File: src/rtl/clk_phase_sel_ctrl_if.sv
// rtl/clk_phase_sel_ctrl_if.sv - phase-change request handshake between requester and selection controller
interface clk_phase_sel_ctrl_if;
  logic       req_valid;
  logic [1:0] req_sel;
  logic       req_ready;

  modport master (
    output req_valid,
    output req_sel,
    input  req_ready
  );

  modport slave (
    input  req_valid,
    input  req_sel,
    output req_ready
  );
endinterface

File: src/rtl/clk_phase_sel_ctrl.sv
// rtl/clk_phase_sel_ctrl.sv - glitch-free four-phase clock gate selector: all gates off, quiet gap, new gate on
module clk_phase_sel_ctrl #(
  parameter int GAP_CYCLES  = 4,
  parameter int CNT_W       = 8,
  parameter int RESET_PHASE = 0
) (
  input  logic                 clk,
  input  logic                 rst,
  clk_phase_sel_ctrl_if.slave  req,
  output logic [3:0]           phase_en,
  output logic [1:0]           phase_cur,
  output logic                 switch_done,
  output logic [CNT_W-1:0]     switch_count
);

  localparam int              GAP_W    = (GAP_CYCLES > 1) ? $clog2(GAP_CYCLES) : 1;
  localparam logic [GAP_W-1:0] GAP_INIT = GAP_W'(GAP_CYCLES - 1);
  localparam logic [1:0]      RST_SEL  = 2'(RESET_PHASE);

  typedef enum logic [1:0] {BOOT, IDLE, GAP, DONE} state_t;

  state_t             state_q, state_d;
  logic [GAP_W-1:0]   gap_cnt_q, gap_cnt_d;
  logic [1:0]         target_q, target_d;
  logic [3:0]         phase_en_q, phase_en_d;
  logic [1:0]         phase_cur_q, phase_cur_d;
  logic               switch_done_q, switch_done_d;
  logic [CNT_W-1:0]   switch_count_q, switch_count_d;

  function automatic logic [3:0] onehot(input logic [1:0] sel);
    onehot = 4'b0001 << sel;
  endfunction

  always_ff @(posedge clk or posedge rst) begin
    if (rst) begin
      state_q        <= BOOT;
      gap_cnt_q      <= GAP_INIT;
      target_q       <= RST_SEL;
      phase_en_q     <= 4'b0000;
      phase_cur_q    <= RST_SEL;
      switch_done_q  <= 1'b0;
      switch_count_q <= '0;
    end else begin
      state_q        <= state_d;
      gap_cnt_q      <= gap_cnt_d;
      target_q       <= target_d;
      phase_en_q     <= phase_en_d;
      phase_cur_q    <= phase_cur_d;
      switch_done_q  <= switch_done_d;
      switch_count_q <= switch_count_d;
    end
  end

  always_comb begin
    state_d        = state_q;
    gap_cnt_d      = gap_cnt_q;
    target_d       = target_q;
    phase_en_d     = phase_en_q;
    phase_cur_d    = phase_cur_q;
    switch_done_d  = 1'b0;
    switch_count_d = switch_count_q;

    unique case (state_q)
      BOOT: begin
        if (gap_cnt_q == '0) begin
          phase_en_d = onehot(RST_SEL);
          state_d    = IDLE;
        end else begin
          gap_cnt_d = gap_cnt_q - 1'b1;
        end
      end
      IDLE: begin
        if (req.req_valid) begin
          if (req.req_sel == phase_cur_q) begin
            switch_done_d = 1'b1;
            state_d       = DONE;
          end else begin
            // Gates drop on the accept edge so the old phase never overlaps the new one
            target_d   = req.req_sel;
            phase_en_d = 4'b0000;
            gap_cnt_d  = GAP_INIT;
            state_d    = GAP;
          end
        end
      end
      GAP: begin
        if (gap_cnt_q == '0) begin
          phase_en_d    = onehot(target_q);
          phase_cur_d   = target_q;
          switch_done_d = 1'b1;
          if (switch_count_q != '1) begin
            switch_count_d = switch_count_q + 1'b1;
          end
          state_d = DONE;
        end else begin
          gap_cnt_d = gap_cnt_q - 1'b1;
        end
      end
      DONE: begin
        state_d = IDLE;
      end
      default: begin
        state_d = BOOT;
      end
    endcase
  end

  assign req.req_ready = (state_q == IDLE);
  assign phase_en      = phase_en_q;
  assign phase_cur     = phase_cur_q;
  assign switch_done   = switch_done_q;
  assign switch_count  = switch_count_q;

endmodule

File: src/flat_wrapper.sv
// flat-port wrapper written by rule: the top's interface ports become plain ports
module clk_phase_sel_ctrl_flat 
#(
  parameter int GAP_CYCLES  = 4,
  parameter int CNT_W       = 8,
  parameter int RESET_PHASE = 0
)
  (clk, rst, phase_en, phase_cur, switch_done, switch_count, req_req_valid, req_req_sel, req_req_ready);
  clk_phase_sel_ctrl_if req_i ();
  input  logic clk;
  input  logic rst;
  output logic [3:0] phase_en;
  output logic [1:0] phase_cur;
  output logic switch_done;
  output logic [CNT_W-1:0] switch_count;
  input wire logic [$bits(req_i.req_valid)-1:0] req_req_valid;
  input wire logic [$bits(req_i.req_sel)-1:0] req_req_sel;
  output wire logic [$bits(req_i.req_ready)-1:0] req_req_ready;
  assign req_i.req_valid = req_req_valid;
  assign req_i.req_sel = req_req_sel;
  assign req_req_ready = req_i.req_ready;
  clk_phase_sel_ctrl #(.GAP_CYCLES(GAP_CYCLES), .CNT_W(CNT_W), .RESET_PHASE(RESET_PHASE)) u_core (.clk(clk), .rst(rst), .req(req_i), .phase_en(phase_en), .phase_cur(phase_cur), .switch_done(switch_done), .switch_count(switch_count));
endmodule
File: config.mk
export PLATFORM = sky130hd
export DESIGN_NAME = clk_phase_sel_ctrl_flat
export DESIGN_NICKNAME = d
export VERILOG_FILES = /design/src/rtl/clk_phase_sel_ctrl_if.sv /design/src/rtl/clk_phase_sel_ctrl.sv /design/src/flat_wrapper.sv
export SDC_FILE = /design/constraint.sdc
export NUM_CORES = 1
export LEC_CHECK = 0
export CAP_MARGIN = 5
export CORE_UTILIZATION = 40
export CTS_CLUSTER_DIAMETER = 80
export DETAILED_ROUTE_END_ITERATION = 10
export GPL_TIMING_DRIVEN = 0
export HOLD_SLACK_MARGIN = 0.1
export PLACE_DENSITY = 0.73
export RECOVER_POWER = 100
export SLEW_MARGIN = 25
export SYNTH_ARGS = -nofsm -noshare
export SYNTH_HDL_FRONTEND = slang
export SYNTH_SLANG_ARGS = --single-unit
File: constraint.sdc
create_clock -name clk -period 2 [get_ports clk]
set_input_delay 0.3 -clock clk [delete_from_list [all_inputs] [get_ports clk]]
set_output_delay 0.3 -clock clk [all_outputs]
set_load 0.02 [all_outputs]
After elaboration in Yosys (flattened, before gate mapping)
Cells that the tools add are included.

cells by class
  add/sub/neg operators = 2
  reduce and logical (&&, ||, !) cells = 11
  shift-type cells = 1
  bitwise gates (word level) = 1
  muxes and demuxes = 18
  equal/unequal tests = 10

operators with widths
  operator             number
  $mux 4               4
  $mux 2               6
  $pmux 4 s3           1
  $reduce_and 3->1     3
  $add 8x1->8 const B  1
  $ne 8x8->1 const B   1
  $pmux 2 s4           1
  $ne 2x2->1 const B   3
  $reduce_and 5->1     1
  $eq 2x2->1 const B   2
  $logic_not 2->1      2
  $mux 1               4
  $ne 2x1->1 const B   2
  $pmux 2 s2           1
  $reduce_and 4->1     1
  $shl 1x2->4 const A  1
  $reduce_bool 3->1    1
  $eq 2x1->1 const B   1
  $eq 2x2->1           1
  $pmux 1 s2           1
  $reduce_and 2->1     1
  $reduce_bool 2->1    1
  $reduce_or 2->1      1
  $sub 2x1->2 const B  1
  $not 1->1            1

word-level totals
  word-level logic and storage cells = 50
  output and inout port bits = 16
  input bits = 5
  register bits after elaboration = 21

Depth between registers and ports, before layout
Gate-level depths: netlist of run 1.

  depth after elaboration = 4
  mapped depth = 8
  depth with buffers taken out = 6

Worst setup path before layout of run 1
Ideal clock, no wire load.

  path kind = register -> register
  start point = register u_core.state_q[1]
  end point = register u_core.phase_en_q[0], in the netlist u_core.phase_en[0]
  path slack = 0.150 ns
  stages on the path, launching flop included = 8
  buffers on the path = 1
  arrival time = 1.725 ns
  period minus slack after synthesis = 1.850 ns
  setup time = 0.125 ns
  data required time = 1.875 ns
  cells stage by stage = dfrtp_1 inv_1 ha_1 inv_1 o221ai_2 or3_1 buf_6 mux2_4

on the way
  cells in the longest elaborated chain, start to end = 3
  elaborated cells on any way between the ends = 10
  those cells by class = eq/ne: 6; mux: 1; reduce/logical: 3

ends and longest elaborated chain
  item                                                              line                      source
  from (decl)                                                       clk_phase_sel_ctrl.sv:22  state_t state_q, state_d;
  from (signal assigned)                                            clk_phase_sel_ctrl.sv:44  state_q <= state_d;
  $eq 2x1->1 (*)                                                    -
  via req_req_ready                                                 flat_wrapper.sv:18        output wire logic [$bits(req_i.req_ready)-1:0] req_req_ready;
  $ne 2x2->1 (no line) / $reduce_bool 3->1 (equally long branches)  -
  $reduce_and 5->1 (no line)                                        -
  to (signal assigned)                                              clk_phase_sel_ctrl.sv:47  phase_en_q <= phase_en_d;
  to (decl)                                                         clk_phase_sel_ctrl.sv:25  logic [3:0] phase_en_q, phase_en_d;

Mark *: on every way through the listed nets, which the timed path passes. The rest lies on a longest branch.
A chain may end at the register's enable or synchronous reset.

Worst setup path in the final report of run 1
  start point = register u_core.state_q[0]
  end point = register u_core.phase_en_q[0], in the netlist u_core.phase_en[0]

on the way
  cells in the longest elaborated chain, start to end = 3
  elaborated cells on any way between the ends = 10
  those cells by class = eq/ne: 6; mux: 1; reduce/logical: 3

ends and longest elaborated chain
  item                                                line                      source
  $eq 2x1->1, or another cell as far along            clk_phase_sel_ctrl.sv:63  unique case (state_q)
  $ne 2x2->1 (no line), or another cell as far along  -
  $reduce_and 5->1 (no line)                          -

Parallel ways exist; a longest one is shown, timed or not.

==> results of run 1 <==
-- synth_stat cells, drive strengths merged, types with 2 or more instances --
cell type and number:
a21oi 4, and3 2, buf 2, dfrtp 19, dfstp 2, ha 7, inv 8, mux2 11
nand2 9, nand2b 3, nand3 3, nand4 3, nor2 6, or3 2, xnor2 6
-- routing by layer --
| layer | wire (um) | track usage, % | share of wire, % | vias to the layer above |
|---|---|---|---|---|
| met5 | 0 | 0 | 0 | - |
| met1 | 939 | 20.2 | 48 | 391 |
| li1 | - | - | - | 403 |
| met4 | 36 | 8.75 | 1.8 | 0 |
| met2 | 942 | 24.1 | 48 | 15 |
| met3 | 43 | 1.64 | 2.2 | 4 |
-- per-stage QoR --
step / instance area [um2] / utilization (%) / hold WS (ns) / cells
finish: 1400 / 54.6 / 0.498 / 155
global route: 1400 / 54.6 / 0.524 / 155
floorplan: 1130 / - / 0.275 / 101
CTS: 1390 / 54.3 / 0.467 / 155
detailed placement: 1370 / 53.3 / 0.487 / 151
global placement: 1370 / 53.3 / 0.480 / 151
-- registers in the layout, indices dropped and copies added, names as in the netlist --
register	count
u_core.gap_cnt_q	2
u_core.phase_cur	2
u_core.phase_en	4
u_core.state_q	2
u_core.switch_count	8
u_core.switch_done	1
u_core.target_q	2
-- where the power goes --
| group | leakage (nW) | internal (mW) | total, mW | switching [mW] |
|---|---|---|---|---|
| Combinational | 0.374 | 0.489 | 0.989 | 0.500 |
| Clock | 0.0177 | 0.0746 | 0.209 | 0.135 |
| Sequential | 0.269 | 0.568 | 0.694 | 0.126 |
-- cells in the final DEF, fill, tap and decap left out --
cell type,Yosys,final
dfrtp_1,19,19
dlygate4sd3_1,0,16
nand2_1,9,9
mux2_2,8,8
xnor2_1,6,6
nor2_1,6,6
ha_1,7,6
inv_1,8,5
a21oi_1,4,4
inv_2,0,3
nand2b_1,3,3
mux2_4,3,3
nand3_1,3,3
nand4_1,3,3
clkbuf_4,0,3
clkdlybuf4s50_1,0,3
or3_1,2,2
and3_1,1,2
dfstp_2,2,2
buf_2,1,1
o21a_1,1,1
o32ai_1,1,1
o21ai_0,1,1
o221ai_4,0,1
buf_6,1,1
and2_1,1,1
nor3_1,1,1
o22ai_1,1,1
o31ai_1,1,1
o31a_1,1,1
a21boi_0,1,1
nor4b_1,1,1
a41oi_2,1,1
xor2_1,1,1
mux2i_1,1,1
ha_2,0,1
clkinv_2,0,1
dlygate4sd2_1,0,1
-- kinds of logic after synthesis --
kind of cell    Yosys count  share of synthesized area, %
xor+xnor                  7                          5.43
compound gates           13                          9.08
flops                    21                          46.7
mux                      12                          12.8
buf+inv                  10                          4.10
fa+ha+maj                 7                          7.75
simple gates             31                          14.1
-- area by class of cell --
class                           instances  share of cell area [%]
Multi-Input combinational cell         70                    40.2
Sequential cell                        21                    37.6
Timing Repair Buffer                   20                    14.2
Tap cell                               30                    2.68
Inverter                                8                    2.14
Clock buffer                            3                    1.61
Buffer                                  2                    1.16
Clock inverter                          1                   0.357
-- final timing paths --
kind,startpoint,endpoint,slack [ns],depth (start not counted)
worst min register to register,u_core.switch_count[4]$_DFFE_PP0P_,u_core.switch_count[4]$_DFFE_PP0P_,0.50,1
worst max-delay path,u_core.state_q[0]$_DFFE_PP0P_,u_core.phase_en[0]$_DFFE_PP0P_,0.1,8
worst min-delay path,u_core.switch_count[4]$_DFFE_PP0P_,u_core.switch_count[4]$_DFFE_PP0P_,0.50,1
worst max register to register,u_core.state_q[0]$_DFFE_PP0P_,u_core.phase_en[0]$_DFFE_PP0P_,0.1,8
min in group asynchronous,rst,u_core.switch_count[4]$_DFFE_PP0P_,0.56,2
max in group asynchronous,rst,u_core.phase_en[2]$_DFFE_PP0P_,0.95,2
==> out/metrics.csv, run 1 <==
metric,value,unit
synth_warnings,0,
ant_nets,0,
synth_area_leaders,"dfrtp_1 42%, mux2_2 8.0%, ha_1 7.8%",
setup_viol,0,
cts_tree,done,
synthArstFlopShare,100,%
worst_pin_slew,0.780,ns
nets,138,
hold_buffers,0,
fin_ws,0.0992,ns
cp_num_buf_inv,4,
yosysSeqAreaShare,46.7,%
grt_overflow,0,
relSlewSlack,47.9,%
initial_utilization,44.0,%
final_layout_size_suffix_gt1_share,20.0,%
antenna_found_initial,0,
die_x,55.1,um
worstPathRequired,2.21,ns
ctsResizeCount,1,
wl,1960,um
arrival,2.11,ns
synth_edf_count,0,
maxCapViolCount,0,
wl_per_cell,12.7,um
filler_cell_count,238,
synth_flop_cell,dfrtp_1,
ys_types,32,
p_total,1.89,mW
clkLatencyLatePin,0.30,ns
clock_sinks,21,
clkTransAtPathRegs,0.12,ns
synth_top_area_cell,dfrtp_1,
gp_congestion,0.857,
timing.setup.tns,0,ns
grt_pass1_wl,3260,um
crit_path_frequent_cell,inv_2,
synth.avg_cell_area,11.2,um2
vias,813,
io_pins,21,
drtPass1Iterations,4,
synthesis.instances,101,
num_rows,18,
viasPerCell,5.25,
dpl.hpwl,1500,um
slowest_stage,dfrtp_1,
fin_crit,1.90,ns
syn_nets,113,
path_max_fanout,10,
cts_setup_buffers,0,
max_freq,0.526,GHz
die-area,3040,um2
grt_setup_unrepaired,false,
period_share,95.0,%
leakage,0.661,nW
core_area,2570,um2
synth_top_area_share,42.1,%
drc,0,
finalHoldViolCount,0,
clockBufferDepth,2,
netlist_area,1130,um2
grt_use_total,15.3,%
ir_worst_vdd,0.000851,V
critical_path.startpoint_type,flop,
powerDensity,1350,nW/um2
path_delay_family,buffers and inverters,
drv_slew,0,
die_height,55.1,um
ys_ff_latch,21,
grt_pass1_vias,760,
cts_buffers,3,
holdCritPathClass,flop to flop,
critPathKind,flop to flop,
drtIter0Drc,12,
port_buffers,20,
htreeDepth,1,
antennaDiodeCount,0,
grt_max_degree,22,
finClkSkew,0.00393,ns
outcome,finished clean,
slowest_delay,0.41,ns
crit_chain,inv_2 > ha_1 > buf_2 > inv_2 > o221ai_4 > or3_1 > buf_6 > mux2_4,
synthToLayoutAreaGrowth,24.1,%
post-place-ws,0.0123,ns
end_kind,flop,
multi_input_area,564,um2
root_buffer,clkbuf_4,
seq_area,528,um2
Power figures use the tool's default switching activity.
==> run 2, diff against run 1 <==
- CORE_UTILIZATION: 40 -> 35
- PLACE_DENSITY: 0.73 -> 0.66
==> out/metrics.csv, run 2 (synthesis results as in run 1) <==
metric,value,unit,change
outcome,finished clean,,unchanged
gp_congestion,0.745,,was 0.857
leakage,0.667,nW,was 0.661 nW
die_height,58.8,um,was 55.1 um
clockBufferDepth,2,,unchanged
ir_worst_vdd,0.000452,V,was 0.000851 V
clkTransAtPathRegs,0.12,ns,about the same
wl,2110,um,was 1960 um
port_buffers,20,,unchanged
arrival,2.11,ns,about the same
largest_register_ffs,8,,unchanged
grt_max_degree,22,,unchanged
multi_input_area,564,um2,unchanged
timing.rr.start,u_core.gap_cnt_q[0]$_DFFE_PP1P_,,was u_core.state_q[0]$_DFFE_PP0P_
grt_overflow,0,,unchanged
wl_per_cell,12.4,um,was 12.7 um
viasPerCell,4.80,,was 5.25
htreeDepth,1,,unchanged
hold_end,u_core.switch_count[4]$_DFFE_PP0P_,,unchanged
worst_pin_slew,0.798,ns,was 0.780 ns
seq_area,528,um2,unchanged
cts_buffers,3,,unchanged
root_buffer,clkbuf_4,,unchanged
finClkSkew,0.00117,ns,was 0.00393 ns
drv_slew,0,,unchanged
die-area,3460,um2,was 3040 um2
hp-start,u_core.switch_count[4]$_DFFE_PP0P_,,unchanged
num_rows,20,,was 18
path_max_fanout,6,,was 10
whs_path_depth,1,,unchanged
setup_viol,0,,unchanged
nets,139,,was 138
core_area,3050,um2,was 2570 um2
drtIter0Drc,18,,was 12
mostFrequentLayoutCell,dfrtp_1,,unchanged
clkLatencyLatePin,0.32,ns,was 0.30 ns
finalHoldViolCount,0,,unchanged
period_share,94.5,%,was 95.0%
worstPathRequired,2.22,ns,was 2.21 ns
io_pins,21,,unchanged
grt_setup_unrepaired,false,,unchanged
maxCapViolCount,0,,unchanged
grt_pass1_wl,3570,um,was 3260 um
antenna_found_initial,0,,unchanged
end_kind,flop,,unchanged
antennaDiodeCount,0,,unchanged
crit_chain,inv_1 > ha_1 > nand2b_1 > o221ai_2 > or3_1 > buf_6 > mux2_4,,was inv_2 > ha_1 > buf_2 > inv_2 > o221ai_4 > or3_1 > buf_6 > mux2_4
drtPass1Iterations,4,,unchanged
slowest_delay,0.40,ns,was 0.41 ns
relSlewSlack,46.7,%,was 47.9%
slowest_stage,dfstp_2,,was dfrtp_1
r2r_slack,0.11,ns,was 0.1 ns
r2r_end,u_core.phase_en[0]$_DFFE_PP0P_,,unchanged
grt_pass1_vias,786,,was 760
max_freq,0.529,GHz,was 0.526 GHz
synthToLayoutAreaGrowth,26.6,%,was 24.1%
final_layout_size_suffix_gt1_share,18.3,%,was 20.0%
cts_tree,done,,unchanged
critPathKind,flop to flop,,unchanged
dpl.hpwl,1570,um,was 1500 um
vias,816,,was 813
drc,0,,unchanged
filler_cell_count,300,,was 238
ant_nets,0,,unchanged
grt_use_total,13.9,%,was 15.3%
fin_crit,1.89,ns,was 1.90 ns
holdWs,0.500,ns,was 0.498 ns
p_total,1.89,mW,about the same
holdCritPathClass,flop to flop,,unchanged
layout_common_cells,"19 x dfrtp_1, 16 x dlygate4sd3_1, 9 x nand2_1",,unchanged
hold_buffers,0,,unchanged
r2r_cells,7,,was 8
powerDensity,1320,nW/um2,was 1350 nW/um2
initial_utilization,37.0,%,was 44.0%
clock_sinks,21,,unchanged
die_x,58.8,um,was 55.1 um
critical_path.startpoint_type,flop,,unchanged
run 2: changes by cell type in the layout (fill, tap and decap cells not counted):
cell and delta:
inv_1 +3, buf_2 -1, o221ai_2 +1, o221ai_4 -1, inv_2 -3, a41oi_4 +1
a41oi_2 -1, buf_4 +2
run 2: how the worst max path moves through the flow:
stage	startpoint	endpoint	depth (start not counted)
after global routing	u_core.gap_cnt_q[0]$_DFFE_PP1P_	u_core.phase_en[2]$_DFFE_PP0P_	7
after CTS	u_core.state_q[0]$_DFFE_PP0P_	u_core.phase_en[1]$_DFFE_PP0P_	8
after floorplan	u_core.state_q[1]$_DFFE_PP0P_	u_core.phase_en[0]$_DFFE_PP0P_	7
final	u_core.gap_cnt_q[0]$_DFFE_PP1P_	u_core.phase_en[0]$_DFFE_PP0P_	7
after detailed placement	req_req_sel[1]	u_core.phase_en[0]$_DFFE_PP0P_	6
after global placement	req_req_sel[1]	u_core.phase_en[1]$_DFFE_PP0P_	6
run 2: area by class of cell:
type	instances	share of cell area (%)
multi-input combinational	70	39.5
sequential	21	36.9
timing repair buffer	22	15.0
tap	44	3.85
inverter	8	2.10
clock buffer	3	1.57
buffer	1	0.787
clock inverter	1	0.350
run 2: repair_timing:
item                       4_1_cts  5_1_grt
cloned                           0        0
setup endpoints to repair        1        3
buffers inserted                 0        2
pin swaps                        0        0
gates resized for setup          1        2
run 2: power breakdown:
group | switching, mW | total [mW] | internal (mW)
clock network | 0.142 | 0.217 | 0.0750
logic | 0.493 | 0.989 | 0.496
registers | 0.118 | 0.686 | 0.568
total | 0.753 | 1.89 | 1.14
run 2: layer usage:
metal / global-route usage, % / vias to the layer above / part of all wire [%]
li1: - / 401 / -
met5: 0 / - / 0
met4: 8.16 / 0 / 1.7
met1: 18.6 / 397 / 49
met2: 21.6 / 15 / 47
met3: 1.76 / 3 / 2.2
run 2: stage by stage:
step / util [%] / TNS, ns / cell area (um2) / cells / setup slack [ns]
after floorplan: - / 0 / 1130 / 101 / 0.150
final: 46.8 / 0 / 1430 / 170 / 0.110
after CTS: 46.2 / 0 / 1410 / 169 / 0.0576
after detailed placement: 45.4 / 0 / 1390 / 165 / 0.00477
after global routing: 46.8 / 0 / 1430 / 170 / 0.0248
after global placement: 45.4 / -0.0175 / 1390 / 165 / -0.00668
run 2: worst max-delay path, delay by kind of cell (launching register included):
family          cells  cell delay, ns
simple gates        2            0.48
flops               1            0.40
mux                 1            0.29
fa+ha+maj           1            0.26
buf+inv             2            0.23
compound gates      1            0.12
==> run 3, diff against run 2 <==
- clock period: 2 -> 2.2 ns (I/O delays scaled with it)
==> out/metrics.csv, run 3 (synthesis results as in run 1) <==
metric,value,unit,change
outcome,finished clean,,unchanged
drtPass1Iterations,4,,unchanged
htreeDepth,1,,unchanged
maxCapViolCount,0,,unchanged
fin_crit,2.09,ns,
grt_use_total,13.9,%,unchanged
leakage,0.651,nW,was 0.667 nW
r2r_end,u_core.phase_en[1]$_DFFE_PP0P_,,was u_core.phase_en[0]$_DFFE_PP0P_
die_height,58.8,um,unchanged
dp.cells,165,,unchanged
antennaDiodeCount,0,,unchanged
largest_register_ffs,8,,unchanged
ctsResizeCount,0,,was 1
setup_viol,0,,unchanged
core_area,3050,um2,unchanged
arrival,1.76,ns,was 2.11 ns
r2r_cells,8,,was 7
slowest_stage,clkdlybuf4s50_1,,was dfstp_2
powerDensity,1190,nW/um2,was 1320 nW/um2
timing.rr.start,u_core.state_q[0]$_DFFE_PP0P_,,was u_core.gap_cnt_q[0]$_DFFE_PP1P_
synthToLayoutAreaGrowth,22.4,%,was 26.6%
end_kind,primary output,,was flop
slowest_delay,0.65,ns,was 0.40 ns
antenna_found_initial,0,,unchanged
viasPerCell,4.76,,was 4.80
port_buffers,20,,unchanged
final_layout_size_suffix_gt1_share,12.0,%,was 18.3%
layout_common_cells,"19 x dfrtp_1, 16 x dlygate4sd3_1, 9 x nand2_1",,unchanged
gp_congestion,0.745,,unchanged
root_buffer,clkbuf_4,,unchanged
timing.setup.tns,0,ns,unchanged
cp-startpoint,u_core.state_q[1]$_DFFE_PP0P_,,was u_core.gap_cnt_q[0]$_DFFE_PP1P_
grt_pass1_wl,3570,um,unchanged
drc,0,,unchanged
hold_buffers,0,,unchanged
hp-start,u_core.switch_count[4]$_DFFE_PP0P_,,unchanged
drtIter0Drc,13,,was 18
path_max_fanout,6,,unchanged
critPathKind,flop to primary output,,was flop to flop
grt_overflow,0,,unchanged
period_share,94.8,%,
num_rows,20,,unchanged
clock_sinks,21,,unchanged
cts_buffers,3,,unchanged
relSlewSlack,46.2,%,was 46.7%
grt_pass1_vias,786,,unchanged
crit_chain,inv_1 > ha_1 > clkdlybuf4s50_1,,was inv_1 > ha_1 > nand2b_1 > o221ai_2 > or3_1 > buf_6 > mux2_4
critical_path.startpoint_type,flop,,unchanged
holdCritPathClass,flop to flop,,unchanged
finalHoldViolCount,0,,unchanged
ant_nets,0,,unchanged
wl,2090,um,was 2110 um
crit_end,req_req_ready,,was u_core.phase_en[0]$_DFFE_PP0P_
cts_tree,done,,unchanged
clkTransAtPathRegs,0.12,ns,about the same
io_pins,21,,unchanged
grt_setup_unrepaired,false,,unchanged
max_freq,0.480,GHz,
die_x,58.8,um,unchanged
nets,138,,was 139
mostFrequentLayoutCell,dfrtp_1,,unchanged
worstPathRequired,1.87,ns,was 2.22 ns
wl_per_cell,12.4,um,about the same
r2r_slack,0.16,ns,was 0.11 ns
ir_worst_vdd,0.000407,V,was 0.000452 V
die-area,3460,um2,unchanged
vias,804,,was 816
worst_pin_slew,0.806,ns,was 0.798 ns
drv_slew,0,,unchanged
grt_max_degree,22,,unchanged
fin_cells,169,,was 170
dpl.hpwl,1570,um,unchanged
cts_setup_buffers,0,,unchanged
initial_utilization,37.0,%,unchanged
clkLatencyLatePin,0.32,ns,about the same
clockBufferDepth,2,,unchanged
finClkSkew,0.00247,ns,was 0.00117 ns
==> run 3: cell count changes in the layout (fill, tap and decap cells not counted), sizes merged <==
cell	previous run	this run
buf	3	2
clkdlybuf4s50	3	4
dlygate4sd2	1	0
==> run 3: critical path: cells and delay by family, from the launching register on <==
| family | cells | cell delay [ns] |
|---|---|---|
| buf+inv | 2 | 0.74 |
| flops | 1 | 0.43 |
| fa+ha+maj | 1 | 0.28 |
==> run 3: worst min-delay path by stage <==
stage	endpoint	slack, ns	depth (start not counted)
final	u_core.switch_count[4]$_DFFE_PP0P_	0.49	1
after detailed placement	u_core.switch_count[4]$_DFFE_PP0P_	0.49	1
after global placement	u_core.switch_count[4]$_DFFE_PP0P_	0.48	1
after floorplan	u_core.phase_cur[0]$_DFFE_PP0P_	0.31	1
after CTS	u_core.phase_en[2]$_DFFE_PP0P_	0.49	2
after global routing	u_core.phase_en[0]$_DFFE_PP0P_	0.51	1
==> run 3: metrics by stage <==
stage / setup WS [ns] / hold WS [ns] / instance area, um2 / power [mW] / util (%)
global placement: 0.163 / 0.481 / 1390 / 1.51 / 45.4
finish: 0.115 / 0.492 / 1380 / 1.65 / 45.3
floorplan: 0.350 / 0.305 / 1130 / 1.27 / -
global route: 0.0364 / 0.515 / 1380 / 1.78 / 45.3
detailed placement: 0.175 / 0.489 / 1390 / 1.55 / 45.4
CTS: 0.0926 / 0.488 / 1410 / 1.74 / 46.3
==> run 3: cell type report <==
type                            count  area (um2)
Tap cell                           44        55.1
Sequential cell                    21         528
Clock inverter                      1        5.00
Timing Repair Buffer               20         200
Buffer                              2        16.3
Fill cell                         313        1670
Multi-Input combinational cell     70         526
Inverter                            8        30.0
Clock buffer                        3        22.5
==> run 3: power by group <==
part	leakage (nW)	switching (mW)	total, mW	internal, mW
Clock	0.0177	0.129	0.197	0.0682
Combinational	0.365	0.422	0.822	0.401
Sequential	0.268	0.113	0.626	0.513
Total	0.651	0.663	1.65	0.982
==> run 3: metal layers <==
metal,track usage (%),wire length [um]
met5,0,0
met4,8.16,36
met3,1.76,51
met2,21.6,964
met1,18.6,1040
